[src/rtl/iiitb_lifo_pkg.sv]
// Shared constants and state encoding for the LIFO drain controller and its word buffer.
package iiitb_lifo_pkg;

  localparam int DW    = 4;
  localparam int PACK  = 2;
  localparam int DEPTH = 8;
  localparam int WW    = DW * PACK;
  localparam int PCW   = (PACK > 1) ? $clog2(PACK) : 1;
  localparam int CW    = $clog2(DEPTH) + 1;
  localparam int CMW   = $clog2(2 * PACK + 1) + 1;

  localparam logic RW_READ  = 1'b1;
  localparam logic RW_WRITE = 1'b0;

  typedef enum logic [1:0] {
    ST_IDLE,
    ST_DRAIN,
    ST_FLUSH,
    ST_DONE
  } state_t;

endpackage

[src/rtl/iiitb_word_skid2.sv]
// Two-entry valid/ready word buffer; words leave in arrival order and the head is held while stalled.
module iiitb_word_skid2
  import iiitb_lifo_pkg::*;
(
  input  logic          Clk,
  input  logic          Rst,
  input  logic          in_valid,
  input  logic [WW-1:0] in_data,
  output logic          in_ready,
  output logic          out_valid,
  output logic [WW-1:0] out_data,
  input  logic          out_ready,
  output logic [1:0]    out_cnt
);

  logic [WW-1:0] mem [2];
  logic          push;
  logic          pop;

  assign in_ready  = (out_cnt != 2'd2);
  assign out_valid = (out_cnt != 2'd0);
  assign out_data  = mem[0];
  assign push      = in_valid & in_ready;
  assign pop       = out_valid & out_ready;

  // NOTE: the entries are reset on purpose so a reset mid-drain leaves no stale word visible on out_data.
  always_ff @(posedge Clk or posedge Rst) begin
    if (Rst) begin
      mem[0]  <= '0;
      mem[1]  <= '0;
      out_cnt <= 2'd0;
    end else begin
      unique case ({push, pop})
        2'b10: begin
          if (out_cnt == 2'd0) mem[0] <= in_data;
          else                 mem[1] <= in_data;
          out_cnt <= out_cnt + 2'd1;
        end
        2'b01: begin
          mem[0]  <= mem[1];
          out_cnt <= out_cnt - 2'd1;
        end
        2'b11: mem[0] <= in_data;  // only reachable with exactly one entry held
        default: ;
      endcase
    end
  end

endmodule

[src/rtl/iiitb_lifo_drain_ctrl.sv]
// Owns the LIFO port: forwards pushes while idle, and on start pops the stack empty,
// packing popped nibbles MS-first into words on a valid/ready output.
module iiitb_lifo_drain_ctrl
  import iiitb_lifo_pkg::*;
(
  input  logic          Clk,
  input  logic          Rst,
  input  logic          start,
  output logic          busy,
  output logic          done,
  input  logic          wr_valid,
  input  logic [DW-1:0] wr_data,
  output logic          wr_ready,
  output logic          out_valid,
  output logic [WW-1:0] out_data,
  input  logic          out_ready,
  output logic [CW-1:0] pop_count,
  output logic [DW-1:0] lifo_dataIn,
  output logic          lifo_RW,
  output logic          lifo_EN,
  input  logic [DW-1:0] lifo_dataOut,
  input  logic          lifo_EMPTY,
  input  logic          lifo_FULL
);

  state_t           state;
  logic             inflight;
  logic [PCW-1:0]   pack_cnt;
  logic [WW-1:0]    pack_reg;
  logic [WW-1:0]    cap_word;
  logic [WW-1:0]    skid_data;
  logic [1:0]       out_cnt;
  logic [CMW-1:0]   committed;
  logic             do_push;
  logic             do_pop;
  logic             cap_last;
  logic             flush_push;
  logic             skid_valid;
  logic             skid_ready;

  assign wr_ready    = (state == ST_IDLE) & ~start & ~lifo_FULL;
  assign do_push     = wr_valid & wr_ready;

  // Words already owed downstream; popping stops once both buffer slots are spoken for.
  assign committed   = CMW'(out_cnt) * CMW'(PACK) + CMW'(pack_cnt) + CMW'(inflight);
  assign do_pop      = (state == ST_DRAIN) & ~lifo_EMPTY & (committed < CMW'(2 * PACK));

  assign lifo_EN     = do_push | do_pop;
  assign lifo_RW     = do_pop ? RW_READ : RW_WRITE;
  assign lifo_dataIn = wr_data;

  assign busy        = (state == ST_DRAIN) | (state == ST_FLUSH);
  assign done        = (state == ST_DONE);

  assign cap_word    = pack_reg | (WW'(lifo_dataOut) << (DW * (PACK - 1 - int'(pack_cnt))));
  assign cap_last    = inflight & (pack_cnt == PCW'(PACK - 1));
  assign flush_push  = (state == ST_FLUSH) & (pack_cnt != '0);
  assign skid_valid  = cap_last | flush_push;
  assign skid_data   = cap_last ? cap_word : pack_reg;

  iiitb_word_skid2 u_skid (
    .Clk       (Clk),
    .Rst       (Rst),
    .in_valid  (skid_valid),
    .in_data   (skid_data),
    .in_ready  (skid_ready),
    .out_valid (out_valid),
    .out_data  (out_data),
    .out_ready (out_ready),
    .out_cnt   (out_cnt)
  );

  // NOTE: all state here uses non-blocking assignments so every branch sees pre-edge values.
  always_ff @(posedge Clk or posedge Rst) begin
    if (Rst) begin
      state     <= ST_IDLE;
      inflight  <= 1'b0;
      pack_cnt  <= '0;
      pack_reg  <= '0;
      pop_count <= '0;
    end else begin
      inflight <= do_pop;

      if (inflight) begin
        if (cap_last) begin
          pack_reg <= '0;
          pack_cnt <= '0;
        end else begin
          pack_reg <= cap_word;
          pack_cnt <= pack_cnt + PCW'(1);
        end
      end else if (flush_push && skid_ready) begin
        pack_reg <= '0;
        pack_cnt <= '0;
      end

      if (do_pop && pop_count != CW'(DEPTH)) pop_count <= pop_count + CW'(1);

      unique case (state)
        ST_IDLE: begin
          if (start) begin
            state     <= ST_DRAIN;
            pop_count <= '0;
          end
        end
        ST_DRAIN: if (lifo_EMPTY && !inflight) state <= ST_FLUSH;
        ST_FLUSH: if (pack_cnt == '0 || skid_ready) state <= ST_DONE;
        ST_DONE:  state <= ST_IDLE;
        default:  state <= ST_IDLE;
      endcase
    end
  end

endmodule

[config.mk]
export PLATFORM = sky130hd
export DESIGN_NAME = iiitb_lifo_drain_ctrl
export DESIGN_NICKNAME = d
export VERILOG_FILES = /design/src/rtl/iiitb_lifo_pkg.sv /design/src/rtl/iiitb_word_skid2.sv /design/src/rtl/iiitb_lifo_drain_ctrl.sv
export SDC_FILE = /design/constraint.sdc
export NUM_CORES = 1
export LEC_CHECK = 0
export ABC_CLOCK_PERIOD_IN_PS = 2200
export BUFFER_PORTS_ARGS = -buffer_cell sky130_fd_sc_hd__buf_2
export CORE_ASPECT_RATIO = 1.25
export CORE_MARGIN = 8
export CORE_UTILIZATION = 25
export DETAILED_ROUTE_END_ITERATION = 8
export SKIP_LAST_GASP = 1
export SYNTH_ARGS = -nofsm -noshare
export SYNTH_HDL_FRONTEND = slang
export SYNTH_SLANG_ARGS = --single-unit
export TNS_END_PERCENT = 10
[constraint.sdc]
create_clock -name Clk -period 2.2 [get_ports Clk]
set_clock_uncertainty 0.15 [all_clocks]
set_input_delay 0.22 -clock Clk [delete_from_list [all_inputs] [get_ports Clk]]
set_output_delay 0.22 -clock Clk [all_outputs]
set_load 0.01 [all_outputs]
==> impl_metrics.tcl <==
set metrics [dict create \
    cts-htree-levels 2 \
    p_leak_nw 1.07 \
    synth_edf_count 0 \
    synth_top_area_share_pct 47.9 \
    tns_ns 0 \
    track_usage_pct 7.75 \
    hpwl_mm 2.75 \
    critPathSlowestCell "dfrtp_1" \
    vias 1203 \
    diodes 0 \
    worstHoldStart "lifo_dataOut[3]" \
    maxCapViolations 0 \
    cts_tree "built" \
    synth_largest_area_cell "dfrtp_1" \
    io_pins 37 \
    power_density_mw_per_mm2 1220 \
    peakVddDrop_uv 535 \
    syn_to_final_growth_pct 20.7 \
    r2r-start "state[0]$_DFFE_PP0P_" \
    place_area_sq_mm 0.00199 \
    die_w_um 91.4 \
    syn_area_sq_mm 0.00178 \
    yosys_warnings 0 \
    drt_iter0_markers 61 \
    hold_viol_final 0 \
    run_status "finished clean" \
    critPathKind "reg -> out" \
    num_rows 34 \
    critPathMaxStageDelay_ns 0.42 \
    placed_cells 271 \
    avgSynthCellArea_sq_um 11.0 \
    clock_latency_ns 0.29 \
    final_area_sq_mm 0.00214 \
    wl_mm 3.66 \
    die_h_um 110 \
    layout_min_cycle_time_ns 2.12 \
    drive_above_1_share_pct 37.9 \
    worstHoldPathType "in -> reg" \
    grt_setup_unrepaired "true" \
    ys_seq_area_share_pct 47.9 \
    fin_util_pct 30.9 \
    antenna_found_initial 0 \
    crit_path_cell_trace "inv_1, ha_1, or3b_4, nor2_2, a21o_1, buf_2" \
    ys_seq_elements 34 \
    grt_pass1_vias 1293 \
    gp_congestion 0.746 \
    ys.flop_type "dfrtp_1" \
    yosys.cell_count.top_type "dfrtp_1" \
    crit_path_start "state[1]$_DFFE_PP0P_" \
    die_area_sq_mm 0.0101 \
    via_per_inst 4.30 \
    first_pass_iters 2 \
    drc 0 \
    ant_nets 0 \
    synthArstFlopShare_pct 100 \
    clock-root-buffer "clkbuf_8" \
    fillers 725 \
    crit_path_start_kind "register" \
    worst_ep_required_time_ns 1.83 \
    grt_pass1_wl_mm 6.20 \
    wl_per_cell_um 13.1 \
    worst_pin_slew_ns 0.418 \
    io_buffers 28 \
    core_area_sq_mm 0.00693 \
    grt_overflow 0 \
    syn_nets 184 \
    cts_made_buffers 5 \
    yosysUniqueCellTypes 34 \
    cp_max_fo 4 \
    cp.arrival_ns 1.75 \
    path_clk_slew_ns 0.08 \
    synth_cells 161 \
    fmax_ghz 0.472 \
    initial_core_util_pct 25.6 \
    final_max_slew_viol_count 0 \
    cp-end-kind "output port" \
    synthTopCellsByArea "dfrtp_1, mux2_2, ha_1" \
    cts_buffer_depth 2 \
    relSlewSlack_pct 71.8 \
    place_ws_ns 0.0225 \
    finalCritPeriodShare_pct 96.4 \
    setup_slack_ns 0.0802 \
    clock-sinks 34 \
    final_nets 212 \
    setup_viol 0 \
    grt_max_degree 35 \
    instances_no_fill 280 \
    synth_common_cells "dfrtp_1, mux2_2, inv_1" \
]
## cell usage in the layout (no fill, tap or decap), drive strengths merged, types with 2 or more instances in the layout
cell type / count
inv: 13
nand2: 9
buf: 38
bufinv: 2
a21o: 2
a31oi: 4
mux2: 18
nor2: 3
clkbuf: 5
mux2i: 7
nand2b: 2
dfrtp: 34
ha: 8
a21oi: 10
xnor2: 2
o21ai: 8
a21boi: 5
nand3: 3
nor3b: 2
## metrics by stage
stage	total power [W]	hold WS, ns
after global placement	0.00193	0.197
final	0.00262	0.0704
after detailed placement	0.00196	0.201
after CTS	0.00266	0.0692
after global routing	0.00281	0.0881
after floorplan	0.00165	0.212
## kinds of logic after synthesis
family	Yosys count	share of synthesized area [%]
adder cells (fa/ha/maj)	8	5.64
XOR/XNOR	3	1.48
AND/OR/NAND/NOR	27	8.53
flip-flops	34	47.9
buffers and inverters	31	9.30
AO/OA/AOI/OAI	33	11.8
multiplexers	25	15.4
## per-layer routing
metal,up-vias,GRT usage [%],part of all wire (%)
met5,-,0,0
met4,0,3.52,1.7
met3,5,2.85,4.2
met2,20,12.8,49
met1,587,8.88,45
li1,591,-,-
## where the power goes
group	total, W	switching (W)	leakage (nW)	internal, W
registers	0.000902	0.000109	0.451	0.000793
logic	0.00103	0.000534	0.555	0.000497
clock network	0.000691	0.000237	0.0683	0.000454
total	0.00262	0.000880	1.07	0.00174
## critical path: cells and delay by family (launching register included)
family          cells  cell delay (ns)
simple gates        2             0.54
compound gates      1             0.10
buf+inv             2             0.22
fa+ha+maj           1             0.19
flops               1             0.42
## cell type report
cell class,instances,area [sq um],area share [%]
Sequential cell,34,851,39.7
Clock buffer,5,68.8,3.21
Clock inverter,3,68.8,3.21
Inverter,13,48.8,2.28
Timing Repair Buffer,39,225,10.5
Multi-Input combinational cell,96,768,35.8
Tap cell,90,113,5.25
## worst paths after layout
path                                                   to  slack, ns  cells after the start
max in group asynchronous  u_skid.out_data[5]$_DFFE_PP0P_       1.17                      4
hold reg to reg                 u_skid.mem[3]$_DFFE_PP0P_       0.33                      2
setup / recovery                                  lifo_EN       0.08                      6
hold / removal                    pack_reg[7]$_DFFE_PP0P_       0.07                      3
min in group asynchronous  u_skid.out_data[2]$_DFFE_PP0P_       0.42                      4
setup reg to reg           u_skid.out_data[6]$_DFFE_PP0P_       0.10                      7
## repair_timing
item,in CTS,in global routing
setup endpoints to repair,1,11
buffers inserted,0,0
gates resized for setup,1,3
hold endpoints to repair,34,0
hold buffers,1,0
gates cloned,0,0
pin swaps,0,0
Power figures use the tool's default switching activity.
